--- src/rtl/load_align_unit_pkg.sv ---
// Shared load-unit definitions: func_3 load encodings, FSM state enum and op decode helpers.
package load_align_unit_pkg;

    localparam logic [2:0] F3_LB  = 3'b000;
    localparam logic [2:0] F3_LH  = 3'b001;
    localparam logic [2:0] F3_LW  = 3'b010;
    localparam logic [2:0] F3_LD  = 3'b011;
    localparam logic [2:0] F3_LBU = 3'b100;
    localparam logic [2:0] F3_LHU = 3'b101;
    localparam logic [2:0] F3_LWU = 3'b110;

    typedef enum logic [2:0] {
        ST_IDLE,
        ST_REQ0,
        ST_WAIT0,
        ST_REQ1,
        ST_WAIT1,
        ST_RESP
    } state_e;

    // Access size in bytes, encoded by the low two func_3 bits.
    function automatic logic [3:0] access_size(input logic [2:0] f3);
        logic [3:0] size;
        case (f3[1:0])
            2'b00:   size = 4'd1;
            2'b01:   size = 4'd2;
            2'b10:   size = 4'd4;
            default: size = 4'd8;
        endcase
        return size;
    endfunction

    function automatic logic f3_legal(input logic [2:0] f3, input int unsigned dw);
        logic legal;
        case (f3)
            F3_LB, F3_LH, F3_LW, F3_LBU, F3_LHU: legal = 1'b1;
            F3_LD, F3_LWU:                       legal = (dw == 64);
            default:                             legal = 1'b0;
        endcase
        return legal;
    endfunction

endpackage

--- src/rtl/load_align_unit_if.sv ---
// Core request, memory read and response channels of the load align unit.
interface load_align_unit_if #(
    parameter int unsigned DATA_WIDTH = 32,
    parameter int unsigned ADDR_WIDTH = 32
);
    logic                  i_req_valid;
    logic                  o_req_ready;
    logic [2:0]            i_func_3;
    logic [ADDR_WIDTH-1:0] i_addr;
    logic                  o_mem_valid;
    logic                  i_mem_ready;
    logic [ADDR_WIDTH-1:0] o_mem_addr;
    logic                  i_mem_rvalid;
    logic [DATA_WIDTH-1:0] i_mem_rdata;
    logic                  o_rsp_valid;
    logic                  i_rsp_ready;
    logic [DATA_WIDTH-1:0] o_rsp_data;
    logic                  o_load_addr_ma;
    logic                  o_illegal_instr;

    modport slave (
        input  i_req_valid, i_func_3, i_addr, i_mem_ready, i_mem_rvalid, i_mem_rdata, i_rsp_ready,
        output o_req_ready, o_mem_valid, o_mem_addr, o_rsp_valid, o_rsp_data, o_load_addr_ma,
               o_illegal_instr
    );

    modport master (
        output i_req_valid, i_func_3, i_addr, i_mem_ready, i_mem_rvalid, i_mem_rdata, i_rsp_ready,
        input  o_req_ready, o_mem_valid, o_mem_addr, o_rsp_valid, o_rsp_data, o_load_addr_ma,
               o_illegal_instr
    );
endinterface

--- src/rtl/load_extract.sv ---
// Byte-shifts the two-beat window by the load offset and sign/zero-extends per func_3.
module load_extract
    import load_align_unit_pkg::*;
#(
    parameter int unsigned DATA_WIDTH = 32
) (
    input  logic [2*DATA_WIDTH-1:0]         i_beats,
    input  logic [$clog2(DATA_WIDTH/8)-1:0] i_offset,
    input  logic [2:0]                      i_func_3,
    output logic [DATA_WIDTH-1:0]           o_data_c
);
    logic [DATA_WIDTH-1:0] shifted_c;

    assign shifted_c = DATA_WIDTH'(i_beats >> {i_offset, 3'b000});

    always_comb begin
        o_data_c = '0;
        case (i_func_3)
            F3_LB:   o_data_c = DATA_WIDTH'($signed(shifted_c[7:0]));
            F3_LH:   o_data_c = DATA_WIDTH'($signed(shifted_c[15:0]));
            F3_LW:   o_data_c = DATA_WIDTH'($signed(shifted_c[31:0]));
            F3_LBU:  o_data_c = DATA_WIDTH'(shifted_c[7:0]);
            F3_LHU:  o_data_c = DATA_WIDTH'(shifted_c[15:0]);
            F3_LWU:  o_data_c = DATA_WIDTH'(shifted_c[31:0]);
            F3_LD:   o_data_c = shifted_c;
            default: o_data_c = '0;
        endcase
    end

endmodule

--- src/rtl/load_align_unit.sv ---
// Load align unit: accepts a core load, issues one or two aligned memory beats,
// and returns the extracted, extended result (or a misaligned/illegal flag).
module load_align_unit
    import load_align_unit_pkg::*;
#(
    parameter int unsigned DATA_WIDTH  = 32,
    parameter int unsigned ADDR_WIDTH  = 32,
    parameter bit          MISALIGN_EN = 1'b1
) (
    input  logic             i_clk,
    input  logic             i_arst_n,
    load_align_unit_if.slave bus
);
    localparam int unsigned BYTES = DATA_WIDTH / 8;
    localparam int unsigned OFFW  = $clog2(BYTES);

    state_e                state_q, state_d;
    logic [2:0]            func3_q, func3_d;
    logic [OFFW-1:0]       off_q, off_d;
    logic [DATA_WIDTH-1:0] beat0_q, beat0_d;
    logic                  req_ready_q, req_ready_d;
    logic                  mem_valid_q, mem_valid_d;
    logic [ADDR_WIDTH-1:0] mem_addr_q, mem_addr_d;
    logic                  rsp_valid_q, rsp_valid_d;
    logic [DATA_WIDTH-1:0] rsp_data_q, rsp_data_d;
    logic                  ma_q, ma_d;
    logic                  ill_q, ill_d;

    logic [3:0]              req_mask_c;
    logic                    req_legal_c;
    logic                    req_misal_c;
    logic [4:0]              end_c;
    logic                    cross_c;
    logic [2*DATA_WIDTH-1:0] beats_c;
    logic [DATA_WIDTH-1:0]   ext_data_c;

    assign req_mask_c  = access_size(bus.i_func_3) - 4'd1;
    assign req_legal_c = f3_legal(bus.i_func_3, DATA_WIDTH);
    assign req_misal_c = |(bus.i_addr[3:0] & req_mask_c);

    // Access spills into the next bus word when its last byte lies past this one.
    assign end_c   = 5'(off_q) + 5'(access_size(func3_q));
    assign cross_c = end_c > 5'(BYTES);

    assign beats_c = (state_q == ST_WAIT1) ? {bus.i_mem_rdata, beat0_q}
                                           : {{DATA_WIDTH{1'b0}}, bus.i_mem_rdata};

    load_extract #(.DATA_WIDTH(DATA_WIDTH)) u_extract (
        .i_beats  (beats_c),
        .i_offset (off_q),
        .i_func_3 (func3_q),
        .o_data_c (ext_data_c)
    );

    always_comb begin
        state_d     = state_q;
        func3_d     = func3_q;
        off_d       = off_q;
        beat0_d     = beat0_q;
        mem_valid_d = mem_valid_q;
        mem_addr_d  = mem_addr_q;
        rsp_valid_d = rsp_valid_q;
        rsp_data_d  = rsp_data_q;
        ma_d        = ma_q;
        ill_d       = ill_q;

        case (state_q)
            ST_IDLE: begin
                if (bus.i_req_valid && req_ready_q) begin
                    func3_d    = bus.i_func_3;
                    off_d      = bus.i_addr[OFFW-1:0];
                    mem_addr_d = {bus.i_addr[ADDR_WIDTH-1:OFFW], {OFFW{1'b0}}};
                    if (!req_legal_c) begin
                        state_d     = ST_RESP;
                        rsp_valid_d = 1'b1;
                        rsp_data_d  = '0;
                        ill_d       = 1'b1;
                    end else if (req_misal_c && !MISALIGN_EN) begin
                        state_d     = ST_RESP;
                        rsp_valid_d = 1'b1;
                        rsp_data_d  = '0;
                        ma_d        = 1'b1;
                    end else begin
                        state_d     = ST_REQ0;
                        mem_valid_d = 1'b1;
                    end
                end
            end
            ST_REQ0: begin
                if (bus.i_mem_ready) begin
                    state_d     = ST_WAIT0;
                    mem_valid_d = 1'b0;
                end
            end
            ST_WAIT0: begin
                if (bus.i_mem_rvalid) begin
                    if (cross_c) begin
                        state_d     = ST_REQ1;
                        beat0_d     = bus.i_mem_rdata;
                        mem_valid_d = 1'b1;
                        mem_addr_d  = mem_addr_q + ADDR_WIDTH'(BYTES);
                    end else begin
                        state_d     = ST_RESP;
                        rsp_valid_d = 1'b1;
                        rsp_data_d  = ext_data_c;
                    end
                end
            end
            ST_REQ1: begin
                if (bus.i_mem_ready) begin
                    state_d     = ST_WAIT1;
                    mem_valid_d = 1'b0;
                end
            end
            ST_WAIT1: begin
                if (bus.i_mem_rvalid) begin
                    state_d     = ST_RESP;
                    rsp_valid_d = 1'b1;
                    rsp_data_d  = ext_data_c;
                end
            end
            ST_RESP: begin
                if (bus.i_rsp_ready) begin
                    state_d     = ST_IDLE;
                    rsp_valid_d = 1'b0;
                    rsp_data_d  = '0;
                    ma_d        = 1'b0;
                    ill_d       = 1'b0;
                end
            end
            default: state_d = ST_IDLE;
        endcase

        req_ready_d = (state_d == ST_IDLE);
    end

    always_ff @(posedge i_clk or negedge i_arst_n) begin
        if (!i_arst_n) begin
            state_q     <= ST_IDLE;
            func3_q     <= '0;
            off_q       <= '0;
            beat0_q     <= '0;
            req_ready_q <= 1'b1;
            mem_valid_q <= 1'b0;
            mem_addr_q  <= '0;
            rsp_valid_q <= 1'b0;
            rsp_data_q  <= '0;
            ma_q        <= 1'b0;
            ill_q       <= 1'b0;
        end else begin
            state_q     <= state_d;
            func3_q     <= func3_d;
            off_q       <= off_d;
            beat0_q     <= beat0_d;
            req_ready_q <= req_ready_d;
            mem_valid_q <= mem_valid_d;
            mem_addr_q  <= mem_addr_d;
            rsp_valid_q <= rsp_valid_d;
            rsp_data_q  <= rsp_data_d;
            ma_q        <= ma_d;
            ill_q       <= ill_d;
        end
    end

    assign bus.o_req_ready     = req_ready_q;
    assign bus.o_mem_valid     = mem_valid_q;
    assign bus.o_mem_addr      = mem_addr_q;
    assign bus.o_rsp_valid     = rsp_valid_q;
    assign bus.o_rsp_data      = rsp_data_q;
    assign bus.o_load_addr_ma  = ma_q;
    assign bus.o_illegal_instr = ill_q;

endmodule

--- src/flat_wrapper.sv ---
// flat-port wrapper written by rule: the top's interface ports become plain ports
module load_align_unit_flat import load_align_unit_pkg::*;
#(
    parameter int unsigned DATA_WIDTH  = 32,
    parameter int unsigned ADDR_WIDTH  = 32,
    parameter bit          MISALIGN_EN = 1'b1
)
  (i_clk, i_arst_n, bus_i_req_valid, bus_i_func_3, bus_i_addr, bus_i_mem_ready, bus_i_mem_rvalid, bus_i_mem_rdata, bus_i_rsp_ready, bus_o_req_ready, bus_o_mem_valid, bus_o_mem_addr, bus_o_rsp_valid, bus_o_rsp_data, bus_o_load_addr_ma, bus_o_illegal_instr);
  load_align_unit_if #(.DATA_WIDTH(DATA_WIDTH), .ADDR_WIDTH(ADDR_WIDTH)) bus_i ();
  input  logic i_clk;
  input  logic i_arst_n;
  input wire logic [$bits(bus_i.i_req_valid)-1:0] bus_i_req_valid;
  input wire logic [$bits(bus_i.i_func_3)-1:0] bus_i_func_3;
  input wire logic [$bits(bus_i.i_addr)-1:0] bus_i_addr;
  input wire logic [$bits(bus_i.i_mem_ready)-1:0] bus_i_mem_ready;
  input wire logic [$bits(bus_i.i_mem_rvalid)-1:0] bus_i_mem_rvalid;
  input wire logic [$bits(bus_i.i_mem_rdata)-1:0] bus_i_mem_rdata;
  input wire logic [$bits(bus_i.i_rsp_ready)-1:0] bus_i_rsp_ready;
  output wire logic [$bits(bus_i.o_req_ready)-1:0] bus_o_req_ready;
  output wire logic [$bits(bus_i.o_mem_valid)-1:0] bus_o_mem_valid;
  output wire logic [$bits(bus_i.o_mem_addr)-1:0] bus_o_mem_addr;
  output wire logic [$bits(bus_i.o_rsp_valid)-1:0] bus_o_rsp_valid;
  output wire logic [$bits(bus_i.o_rsp_data)-1:0] bus_o_rsp_data;
  output wire logic [$bits(bus_i.o_load_addr_ma)-1:0] bus_o_load_addr_ma;
  output wire logic [$bits(bus_i.o_illegal_instr)-1:0] bus_o_illegal_instr;
  assign bus_i.i_req_valid = bus_i_req_valid;
  assign bus_i.i_func_3 = bus_i_func_3;
  assign bus_i.i_addr = bus_i_addr;
  assign bus_i.i_mem_ready = bus_i_mem_ready;
  assign bus_i.i_mem_rvalid = bus_i_mem_rvalid;
  assign bus_i.i_mem_rdata = bus_i_mem_rdata;
  assign bus_i.i_rsp_ready = bus_i_rsp_ready;
  assign bus_o_req_ready = bus_i.o_req_ready;
  assign bus_o_mem_valid = bus_i.o_mem_valid;
  assign bus_o_mem_addr = bus_i.o_mem_addr;
  assign bus_o_rsp_valid = bus_i.o_rsp_valid;
  assign bus_o_rsp_data = bus_i.o_rsp_data;
  assign bus_o_load_addr_ma = bus_i.o_load_addr_ma;
  assign bus_o_illegal_instr = bus_i.o_illegal_instr;
  load_align_unit #(.DATA_WIDTH(DATA_WIDTH), .ADDR_WIDTH(ADDR_WIDTH), .MISALIGN_EN(MISALIGN_EN)) u_core (.i_clk(i_clk), .i_arst_n(i_arst_n), .bus(bus_i));
endmodule
--- config.mk ---
export PLATFORM = sky130hd
export DESIGN_NAME = load_align_unit_flat
export DESIGN_NICKNAME = d
export VERILOG_FILES = /design/src/rtl/load_align_unit_pkg.sv /design/src/rtl/load_align_unit_if.sv /design/src/rtl/load_extract.sv /design/src/rtl/load_align_unit.sv /design/src/flat_wrapper.sv
export SDC_FILE = /design/constraint.sdc
export NUM_CORES = 1
export LEC_CHECK = 0
export BUFFER_PORTS_ARGS = -buffer_cell sky130_fd_sc_hd__buf_2
export CAP_MARGIN = 20
export CELL_PAD_IN_SITES_DETAIL_PLACEMENT = 0
export CELL_PAD_IN_SITES_GLOBAL_PLACEMENT = 2
export CORE_ASPECT_RATIO = 0.75
export CORE_MARGIN = 1.5
export CORE_UTILIZATION = 33
export DETAILED_ROUTE_END_ITERATION = 7
export GPL_TIMING_DRIVEN = 0
export MAX_ROUTING_LAYER = met4
export PLACE_DENSITY_LB_ADDON = 0.08
export SLEW_MARGIN = 25
export SYNTH_ARGS = -nofsm -noshare
export SYNTH_HDL_FRONTEND = slang
export SYNTH_SLANG_ARGS = --single-unit
--- constraint.sdc ---
create_clock -name i_clk -period 3.8 [get_ports i_clk]
set_input_delay 0.57 -clock i_clk [delete_from_list [all_inputs] [get_ports i_clk]]
set_output_delay 0.57 -clock i_clk [all_outputs]
set_load 0.03 [all_outputs]
==> results of run 1 <==
[routing by layer]
| layer | track usage | wire, µm | vias up | part of all wire |
|---|---|---|---|---|
| met1 | 0.365 | 11600 | 2917 | 0.52 |
| li1 | - | - | 2694 | - |
| met5 | - | 0 | - | 0 |
| met2 | 0.323 | 9190 | 210 | 0.41 |
| met4 | 0.0464 | 180 | 0 | 0.0080 |
| met3 | 0.0449 | 1410 | 13 | 0.063 |
[Yosys cell counts, types with 4 or more instances]
library cell and instances:
mux2i_1 32, o21ai_0 50, nand2_1 72, o22ai_1 10, clkbuf_1 35, buf_2 5
nand3_1 30, and3_1 6, a22oi_1 16, nor2_1 38, inv_1 10, a2bb2oi_1 4
dfrtp_1 105, and4_1 4, mux2_2 55, nor3_1 4, a211o_1 26, buf_1 5
nand4_1 6, mux4_2 7, a21oi_1 51, o211ai_1 6, a211oi_1 9
[worst min-delay path by stage]
stage	from	to	slack (ns)	cells past startpoint
finish	i_arst_n	u_core.bus.o_rsp_data[2]	0.12	1
detailed placement	u_core.bus.o_rsp_data[5]	u_core.bus.o_rsp_data[5]	0.47	2
global placement	u_core.bus.o_rsp_data[1]	u_core.bus.o_rsp_data[1]	0.46	2
CTS	i_arst_n	u_core.bus.o_rsp_data[2]	0.12	1
global route	i_arst_n	u_core.bus.o_rsp_data[21]	0.13	1
floorplan	i_arst_n	u_core.beat0_q[0]	0.27	0
[flip-flops by register name, summed over array words and instances, names as in the netlist]
signal,flops
u_core.beat0_q,32
u_core.bus.o_rsp_data,32
u_core.bus.o_mem_addr,30
u_core.func3_q,3
u_core.state_q,3
u_core.off_q,2
u_core.bus.o_illegal_instr,1
u_core.bus.o_mem_valid,1
u_core.bus.o_req_ready,1
u_core.bus.o_rsp_valid,1
[power by group through the flow]
stage / Sequential (mW) / Combinational, mW / Clock (mW)
after global placement: 2.05 / 3.84 / 0
after global routing: 2.15 / 4.27 / 1.01
after CTS: 2.06 / 3.94 / 0.970
after detailed placement: 2.07 / 3.88 / 0
after floorplan: 2.56 / 2.09 / 0
final: 2.08 / 3.94 / 0.941
[cell type report]
type	count	area, µm²	area share
antenna	1	2.50	0.000328
buffer	49	240	0.0314
clock buffer	10	239	0.0313
clock inverter	6	48.8	0.00639
inverter	10	41.3	0.00540
multi-input combinational	481	3360	0.440
sequential	106	2650	0.347
tap	247	309	0.0405
timing repair buffer	142	747	0.0978
[worst max-delay path: stages (launching register included)]
cell,delay [ns]
dfrtp_1,0.57
clkinvlp_4,0.19
clkdlybuf4s15_2,0.42
fa_1,0.61
nor2b_1,0.16
o22ai_2,0.15
nand3_1,0.31
clkbuf_1,0.66
mux2_2,0.41
[per-stage QoR]
step	power, mW	setup TNS [ns]	hold slack, ns
6_report	6.96	0	0.117
5_1_grt	7.42	0	0.134
4_1_cts	6.96	0	0.124
3_5_place_dp	5.95	-67.92	0.468
3_3_place_gp	5.88	-68.75	0.458
2_1_floorplan	4.65	0	0.274
[kinds of logic (layout without fill, tap and decap cells)]
group	count (synthesis)	in the layout	share of synthesized area
compound gates	197	197	0.207
xor+xnor	1	1	0.00140
fa+ha+maj	5	5	0.0108
buf+inv	61	217	0.0430
flops	106	106	0.425
mux	94	94	0.176
other cells	1	4	0.000600
simple gates	181	181	0.137
[timing repair]
item | CTS | global route
pin swaps | 1 | 0
endpoints found under the setup margin | 95 | 79
buffers inserted | 3 | 0
resized for setup | 12 | 3
==> run summary, run 1 <==
Crit end category: register
Peak VDD IR: 0.281 mV
FF-to-FF End: u_core.beat0_q[9]
NetSw: 3.47 mW
Port Buffers: 138
WL per Instance: 21.3 µm
Die area: 19800 µm²
Pwr/cell area: 911 nW/µm²
Most common cell after layout, fill and taps aside: buf_2
Fillers: 1912
Max Buffers Root-to-Sink: 2
Gp weighted congestion: 0.879
Vias per cell: 5.55
Setup Skew: 0.00616 ns
Antenna violation net count after detailed routing: 0
Sw Ratio: 0.498
CP endpoint: u_core.beat0_q[9]
Syn Inst Count: 646
CTS tree: built
DRT Pass-1 Iters: 5
Crit path kind: reg -> reg
Seq/Total Area, Yosys: 0.425
Num CTS Buffers: 9
Die Ht: 122 µm
Gr ovfl total: 0
Worst slack at placement: -1.07 ns
Synthesis Warnings: 0
Post-synth EDFFs: 0
Reg2Reg Depth: 8
Worst hold path class: in -> async
Share of cells above drive strength 1: 0.312
Critical Path Start Type: register
Final Core Density: 0.413
Synth unique cells: 57
Syn_area_per_cell: 9.68 µm²
Initial DRC Count: 461
Synth area leader: dfrtp_1
Max Freq: 0.277 GHz
Gr usage total: 0.239
Post-Layout Cell Count: 1052
I/O pin total: 142
Final count of hold timing violations: 0
Commonest cells after routing, fill and taps aside: 142 x buf_2, 105 x dfrtp_1, 72 x nand2_1, 55 x mux2_2, 51 x a21oi_1
Final instance area: 7640 µm²
Post-synth ARST share: 1.00
Relative slew slack: 0.437
Flop pwr share: 0.299
Initial antenna violation count: 0
FF-to-FF Start: u_core.off_q[1]
Status: completed
Largest cells by area after synthesis: dfrtp_1 42%, mux2_2 9.9%, mux2i_1 5.1%, nand2_1 4.3%, a21oi_1 4.1%
Via Count: 5834
Final Max Slew Viols: 0
FF-to-FF setup slack: 0.19 ns
Final net count: 876
First-pass GRT wire length: 34000 µm
Starting Density: 0.338
Placed Cells: 1034
Logic gate share of total power: 0.566
Measured slew at the worst slew-check pin: 0.844 ns
DRT Wirelength: 22400 µm
Period Utilization, post-route: 0.949
Prevailing post-synth register cell: dfrtp_1
HPWL after DPL: 16500 µm
CP arrival: 3.85 ns
Crit path from: u_core.off_q[1]
CP Max Fanout: 10
Skew-Pair Late Insertion Delay: 0.36 ns
Area of the core: 18500 µm²
Mapped Area: 6250 µm²
CTS root buf: clkbuf_16
Clock Power Share: 0.135
Leak: 3.50 nW
Vias in the first global route: 5635
Layout overhead on the synthesized area: 22.2%
Maxcap violations: 0
Clock tree sinks: 106
Post-layout min period: 3.61 ns
Number of cell rows: 43
CTS hold repair buffers: 0
Area share of the largest cell type after synthesis: 0.420
#FFs+latches synth: 106
Largest net degree at the start of global routing: 68
Worst EP required: 4.05 ns
Int Pwr: 3.49 mW
Drt drc: 0
Final Setup Violations: 0
Unrepaired setup endpoints after global routing: false
H-tree Lvls: 3
Clock Pin Slew Worst Setup and Hold Paths: 0.08 ns
Post-route setup slack: 0.194 ns
Placed inst area: 7300 µm²
Die W: 162 µm
No activity file was read; power rests on OpenSTA's default activity.
==> inputs of run 2 (changes only) <==
--- a/config.mk
+++ b/config.mk
@@ -14,8 +14,8 @@
 export CORE_UTILIZATION = 33
 export DETAILED_ROUTE_END_ITERATION = 7
 export GPL_TIMING_DRIVEN = 0
-export MAX_ROUTING_LAYER = met4
 export PLACE_DENSITY_LB_ADDON = 0.08
+export RECOVER_POWER = 100
 export SLEW_MARGIN = 25
 export SYNTH_ARGS = -nofsm -noshare
 export SYNTH_HDL_FRONTEND = slang
==> constraint.sdc (replaced) <==
create_clock -name i_clk -period 3.8 [get_ports i_clk]
set_input_delay 0.57 -clock i_clk [delete_from_list [all_inputs] [get_ports i_clk]]
set_output_delay 0.57 -clock i_clk [all_outputs]
set_load 0.1 [all_outputs]
==> run 2 against run 1 <==
Against the previous run:
- the run now ends with capacitance limit, slew limit left
- die area unchanged
- first-iteration DRC count shrank 0.87%
- critical path depth is 3 higher
- setup slack worse by 0.0043 ns
- register-to-register slack barely moved
- via count up 0.74%
- sequential share of layout area up 0.41 points
- utilization is 0.48 points lower
- non-clock buffer count up 2
- global-route usage shrank 0.77 points
- sequential cell count unchanged
- final area shrank 1.2%
- critical endpoint is now u_core.bus.o_rsp_data[29]
==> run summary, run 2 (same netlist as run 1, synthesis figures left out) <==
Critical path, cell by cell: clkinvlp_4 > clkdlybuf4s15_2 > fa_1 > nor2b_1 > o22ai_2 > nand2_1 > nand3_1 > a2111oi_4 > buf_4 > buf_6 > a211o_1
CP Max Fanout: 10 (unchanged)
I/O pin total: 142 (unchanged)
Gr ovfl total: 0 (unchanged)
First-pass GRT wire length: 33800 µm (-0.79%)
Fillers: 1915 (+0.16%)
HPWL after DPL: 16600 µm (+0.23%)
Max Freq: 0.277 GHz (-0.12%)
Hold slack: 0.408 ns (+0.291 ns)
Gr usage total: 0.231 (-0.00774)
H-tree Lvls: 3 (unchanged)
Most common cell after layout, fill and taps aside: dfrtp_1
Port Buffers: 138 (unchanged)
Die area: 19800 µm² (unchanged)
Share of cells above drive strength 1: 0.232 (-0.0802)
Max Buffers Root-to-Sink: 2 (unchanged)
Max incr delay on CP: 0.62 ns (-0.04 ns)
Critical Path Stages: 11 (+3)
WL per Instance: 21.5 µm (+0.79%)
CP arrival: 3.91 ns (+0.06 ns)
Via Count: 5877 (+0.74%)
Largest net degree at the start of global routing: 68 (unchanged)
Gp weighted congestion: 0.860 (-2.3%)
Skew-Pair Late Insertion Delay: 0.36 ns (about the same)
Crit-path leading delay family: buffers and inverters
Post-layout min period: 3.61 ns (+0.00435 ns)
Worst EP required: 4.10 ns (+0.05 ns)
Final Core Density: 0.408 (-0.00480)
Die W: 162 µm (unchanged)
Final Max Slew Viols: 41 (+41)
Maxcap violations: 1 (+1)
N_diodes: 0 (-1)
Initial DRC Count: 457 (-0.87%)
Setup Skew: 0.00974 ns (+0.00357 ns)
Commonest cells after routing, fill and taps aside: 105 x dfrtp_1, 93 x clkbuf_1, 74 x buf_2, 72 x nand2_1, 55 x mux2_2
Period Utilization, post-route: 0.950 (+0.00114)
Hold Path Stages: 3
Area of the core: 18500 µm² (unchanged)
Drt drc: 0 (unchanged)
Unrepaired setup endpoints after global routing: false
CTS root buf: clkbuf_16
WP buf/inv: 4 (+1)
TNS Setup: 0 ns (unchanged)
DRT Wirelength: 22600 µm (+0.88%)
Worst path slowest cell: fa_1
DRT Pass-1 Iters: 6 (+1)
Worst hold path class: in -> reg
Starting Density: 0.338 (unchanged)
Measured slew at the worst slew-check pin: 2.21 ns (+1.37 ns)
Die Ht: 122 µm (unchanged)
Critical Path Start Type: register
Status: finished, violations left
Final count of hold timing violations: 0 (unchanged)
Multi-input combinational cell area: 3360 µm² (unchanged)
Number of cell rows: 43 (unchanged)
Clock tree sinks: 106 (unchanged)
CTS tree: built
Relative slew slack: -0.473 (-0.910)
Initial antenna violation count: 0 (unchanged)
Register Area: 2650 µm² (unchanged)
Antenna violation net count after detailed routing: 0 (unchanged)
Failing checks: capacitance limit, slew limit
Crit path kind: reg -> reg
Num CTS Buffers: 9 (unchanged)
FF-to-FF setup slack: 0.19 ns (about the same)
Vias per cell: 5.58 (+0.64%)
Reg2Reg Depth: 11 (+3)
Final Setup Violations: 0 (unchanged)
Vias in the first global route: 5653 (+0.32%)
Final net count: 878 (+0.23%)
Clock Pin Slew Worst Setup and Hold Paths: 0.08 ns (about the same)
Crit end category: register
Layout overhead on the synthesized area: 20.8%
## run 2: worst paths after layout
check                                    startpoint                        end
setup / recovery                    u_core.off_q[1]  u_core.bus.o_rsp_data[29]
hold / removal                        bus_i_addr[1]            u_core.off_q[1]
setup reg to reg                    u_core.off_q[1]  u_core.bus.o_rsp_data[29]
hold reg to reg            u_core.bus.o_rsp_data[4]   u_core.bus.o_rsp_data[4]
max in group asynchronous                  i_arst_n  u_core.bus.o_mem_addr[22]
min in group asynchronous                  i_arst_n   u_core.bus.o_rsp_data[2]
## run 2: metrics by stage
| step | setup WS, ns | instances | cell area (µm²) |
|---|---|---|---|
| CTS | 0.0460 | 1053 | 7650 |
| global route | 0.00974 | 1053 | 7550 |
| global placement | -1.05 | 1033 | 7260 |
| detailed placement | -1.02 | 1034 | 7300 |
| floorplan | 0.502 | 648 | 6260 |
| finish | 0.190 | 1053 | 7550 |
## run 2: layer usage
layer  vias to the layer above  part of all wire  routed length (µm)  track usage
met5                         -                 0                   0            0
li1                       2703                 -                   -            -
met3                        19             0.072                1630       0.0483
met1                      2929              0.51               11600        0.361
met2                       226              0.41                9190        0.317
met4                         0             0.011                 250       0.0591
## run 2: cell type report
type | count | share of cell area
well taps | 247 | 0.0409
clock buffers | 10 | 0.0316
multi-input cells | 481 | 0.445
clock inverters | 6 | 0.00613
inverters | 10 | 0.00547
plain buffers | 49 | 0.0320
repair buffers | 144 | 0.0877
flip-flops and latches | 106 | 0.351
## run 2: repair_timing
action | CTS | global route
pin swaps | 1 | 1
endpoints found under the setup margin | 95 | 64
hold buffers | 0 | 0
gates resized for setup | 14 | 5
hold endpoints to repair | 0 | 0
buffers inserted | 4 | 1
## run 2: tightest hold or removal path, delay by kind of cell
kind / cells / cell delay, ns
compound gates: 1 / 0.05
simple gates: 1 / 0.03
buf+inv: 1 / 0.07
Power of run 2 is not shown: default switching activity piles up to over one toggle a cycle in this logic, so the estimate is an artifact.
==> inputs of run 3 (changes only) <==
--- a/config.mk
+++ b/config.mk
@@ -14,9 +14,8 @@
 export CORE_UTILIZATION = 33
 export DETAILED_ROUTE_END_ITERATION = 7
 export GPL_TIMING_DRIVEN = 0
-export PLACE_DENSITY_LB_ADDON = 0.08
+export PLACE_DENSITY_LB_ADDON = 0.1
 export RECOVER_POWER = 100
-export SLEW_MARGIN = 25
 export SYNTH_ARGS = -nofsm -noshare
 export SYNTH_HDL_FRONTEND = slang
 export SYNTH_SLANG_ARGS = --single-unit
==> run 3 against run 2 <==
Against the previous run:
- the run still ends with capacitance limit, slew limit left
- highest routed layer unchanged
- sequential cell count stayed put
- worst hold slack worse by 0.00093 ns
- via count is 0.17% higher
- routed wire length is 1.1% lower
- final area is 0.58% lower
- setup slack better by 0.068 ns
- register-to-register slack better by 0.07 ns
- largest cell class unchanged
- cell count is 0.38% lower
- non-clock buffer count is 3 lower
- die area stayed put
- sequential share of layout area is 0.21 points higher
- clock-buffer cell count stayed put
- critical path type unchanged
==> run summary, run 3 (same netlist as run 1, synthesis figures left out) <==
Vias per cell: 5.61 (+0.55%)
Critical Path Start Type: register
Worst hold path class: in -> reg
Gp weighted congestion: 0.855 (-0.50%)
Relative slew slack: -0.290 (+0.183)
Die Ht: 122 µm (unchanged)
Num CTS Buffers: 9 (unchanged)
Final net count: 875 (-0.34%)
Die area: 19800 µm² (unchanged)
CTS tree: built
First-pass GRT wire length: 34200 µm (+1.4%)
Status: finished, violations left
HPWL after DPL: 16300 µm (-1.3%)
Setup Skew: 0.0126 ns (+0.00283 ns)
CTS root buf: clkbuf_16
WL per Instance: 21.3 µm (-0.76%)
Gr ovfl total: 0 (unchanged)
I/O pin total: 142 (unchanged)
Placed Cells: 1034 (unchanged)
Die W: 162 µm (unchanged)
Post-Layout Cell Count: 1049 (-0.38%)
Skew-Pair Late Insertion Delay: 0.36 ns (about the same)
H-tree Lvls: 3 (unchanged)
Final Setup Violations: 0 (unchanged)
Final Max Slew Viols: 82 (+100%)
DRT Wirelength: 22400 µm (-1.1%)
Starting Density: 0.338 (unchanged)
Period Utilization, post-route: 0.932 (-0.0180)
Number of cell rows: 43 (unchanged)
Layout overhead on the synthesized area: 20.1%
Measured slew at the worst slew-check pin: 1.93 ns (-0.275 ns)
Placed inst area: 7290 µm² (-0.12%)
Initial antenna violation count: 1 (+1)
Clock tree sinks: 106 (unchanged)
Most common cell after layout, fill and taps aside: dfrtp_1
Area of the core: 18500 µm² (unchanged)
Maxcap violations: 1 (unchanged)
Unrepaired setup endpoints after global routing: false
Commonest cells after routing, fill and taps aside: 105 x dfrtp_1, 93 x clkbuf_1, 75 x buf_2, 72 x nand2_1, 55 x mux2_2
Worst EP required: 4.09 ns (about the same)
CP Max Fanout: 10 (unchanged)
N_diodes: 0 (unchanged)
Clock Pin Slew Worst Setup and Hold Paths: 0.07 ns (about the same)
Post-layout min period: 3.54 ns (-0.0685 ns)
CP arrival: 3.83 ns (-0.08 ns)
Final count of hold timing violations: 0 (unchanged)
Crit path kind: reg -> reg
Crit end category: register
Antenna violation net count after detailed routing: 0 (unchanged)
Port Buffers: 138 (unchanged)
Gr usage total: 0.233 (+0.00205)
Drt drc: 0 (unchanged)
Largest net degree at the start of global routing: 82 (+21%)
Max Freq: 0.282 GHz (+1.9%)
Fillers: 1940 (+1.3%)
Share of cells above drive strength 1: 0.228 (-0.00383)
Failing checks: capacitance limit, slew limit
Final instance area: 7510 µm² (-0.58%)
Via Count: 5887 (+0.17%)
Vias in the first global route: 5629 (-0.42%)
Max Buffers Root-to-Sink: 2 (unchanged)
Initial DRC Count: 467 (+2.2%)
DRT Pass-1 Iters: 5 (-1)
[run 3: cell types whose count changed in the layout (fill, tap and decap cells not counted)]
cell      change
buf_12        -1
buf_2         +1
buf_4         -1
clkbuf_2      -1
clkbuf_4      -1
inv_6         -1
[run 3: cell type report]
type | instances | area, µm² | area share
multi-input combinational | 481 | 3360 | 0.447
clock buffer | 10 | 239 | 0.0318
tap | 247 | 309 | 0.0412
sequential | 106 | 2650 | 0.354
clock inverter | 5 | 37.5 | 0.00500
buffer | 49 | 241 | 0.0322
inverter | 10 | 41.3 | 0.00550
timing repair buffer | 141 | 627 | 0.0835
[run 3: final timing paths]
check	startpoint	to	slack, ns	depth (start not counted)
max	u_core.off_q[1]	u_core.bus.o_rsp_data[26]	0.26	10
min	bus_i_addr[1]	u_core.off_q[1]	0.41	3
max reg2reg	u_core.off_q[1]	u_core.bus.o_rsp_data[26]	0.26	10
min reg2reg	u_core.bus.o_rsp_data[7]	u_core.bus.o_rsp_data[7]	0.48	2
max in group asynchronous	i_arst_n	u_core.beat0_q[28]	0.65	2
min in group asynchronous	i_arst_n	u_core.bus.o_rsp_data[3]	0.53	1
[run 3: repair_timing]
item | 4_1_cts | 5_1_grt
endpoints found under the hold margin | 0 | 0
endpoints found under the setup margin | 95 | 93
pin swaps | 1 | 0
hold buffers | 0 | 0
gates resized for setup | 13 | 3
buffers inserted | 2 | 0
[run 3: layer usage]
metal,vias to the layer above,GRT usage,share of wire
met3,10,0.0531,0.073
met4,0,0.0424,0.0061
met5,-,0,0
li1,2707,-,-
met1,2948,0.374,0.51
met2,222,0.311,0.41
[run 3: per-stage QoR]
| step | TNS [ns] | utilization | setup WS, ns | hold WS [ns] |
|---|---|---|---|---|
| after CTS | 0 | 0.411 | 0.0306 | 0.0636 |
| after global placement | -66.38 | 0.392 | -1.03 | 0.457 |
| final | 0 | 0.406 | 0.258 | 0.408 |
| after floorplan | 0 | - | 0.502 | 0.274 |
| after detailed placement | -63.88 | 0.394 | -1.00 | 0.459 |
| after global routing | 0 | 0.406 | 0.0132 | 0.398 |
[run 3: worst max-delay path, cell delays in order, from the launching register on]
cell,delay (ns)
dfrtp_1,0.57
clkinvlp_4,0.19
clkdlybuf4s15_2,0.42
fa_1,0.62
nor2b_1,0.16
o22ai_2,0.15
nand2_1,0.14
nand3_1,0.30
a2111oi_4,0.53
buf_6,0.23
a211o_1,0.13
Power of run 3 is left out for the same reason.
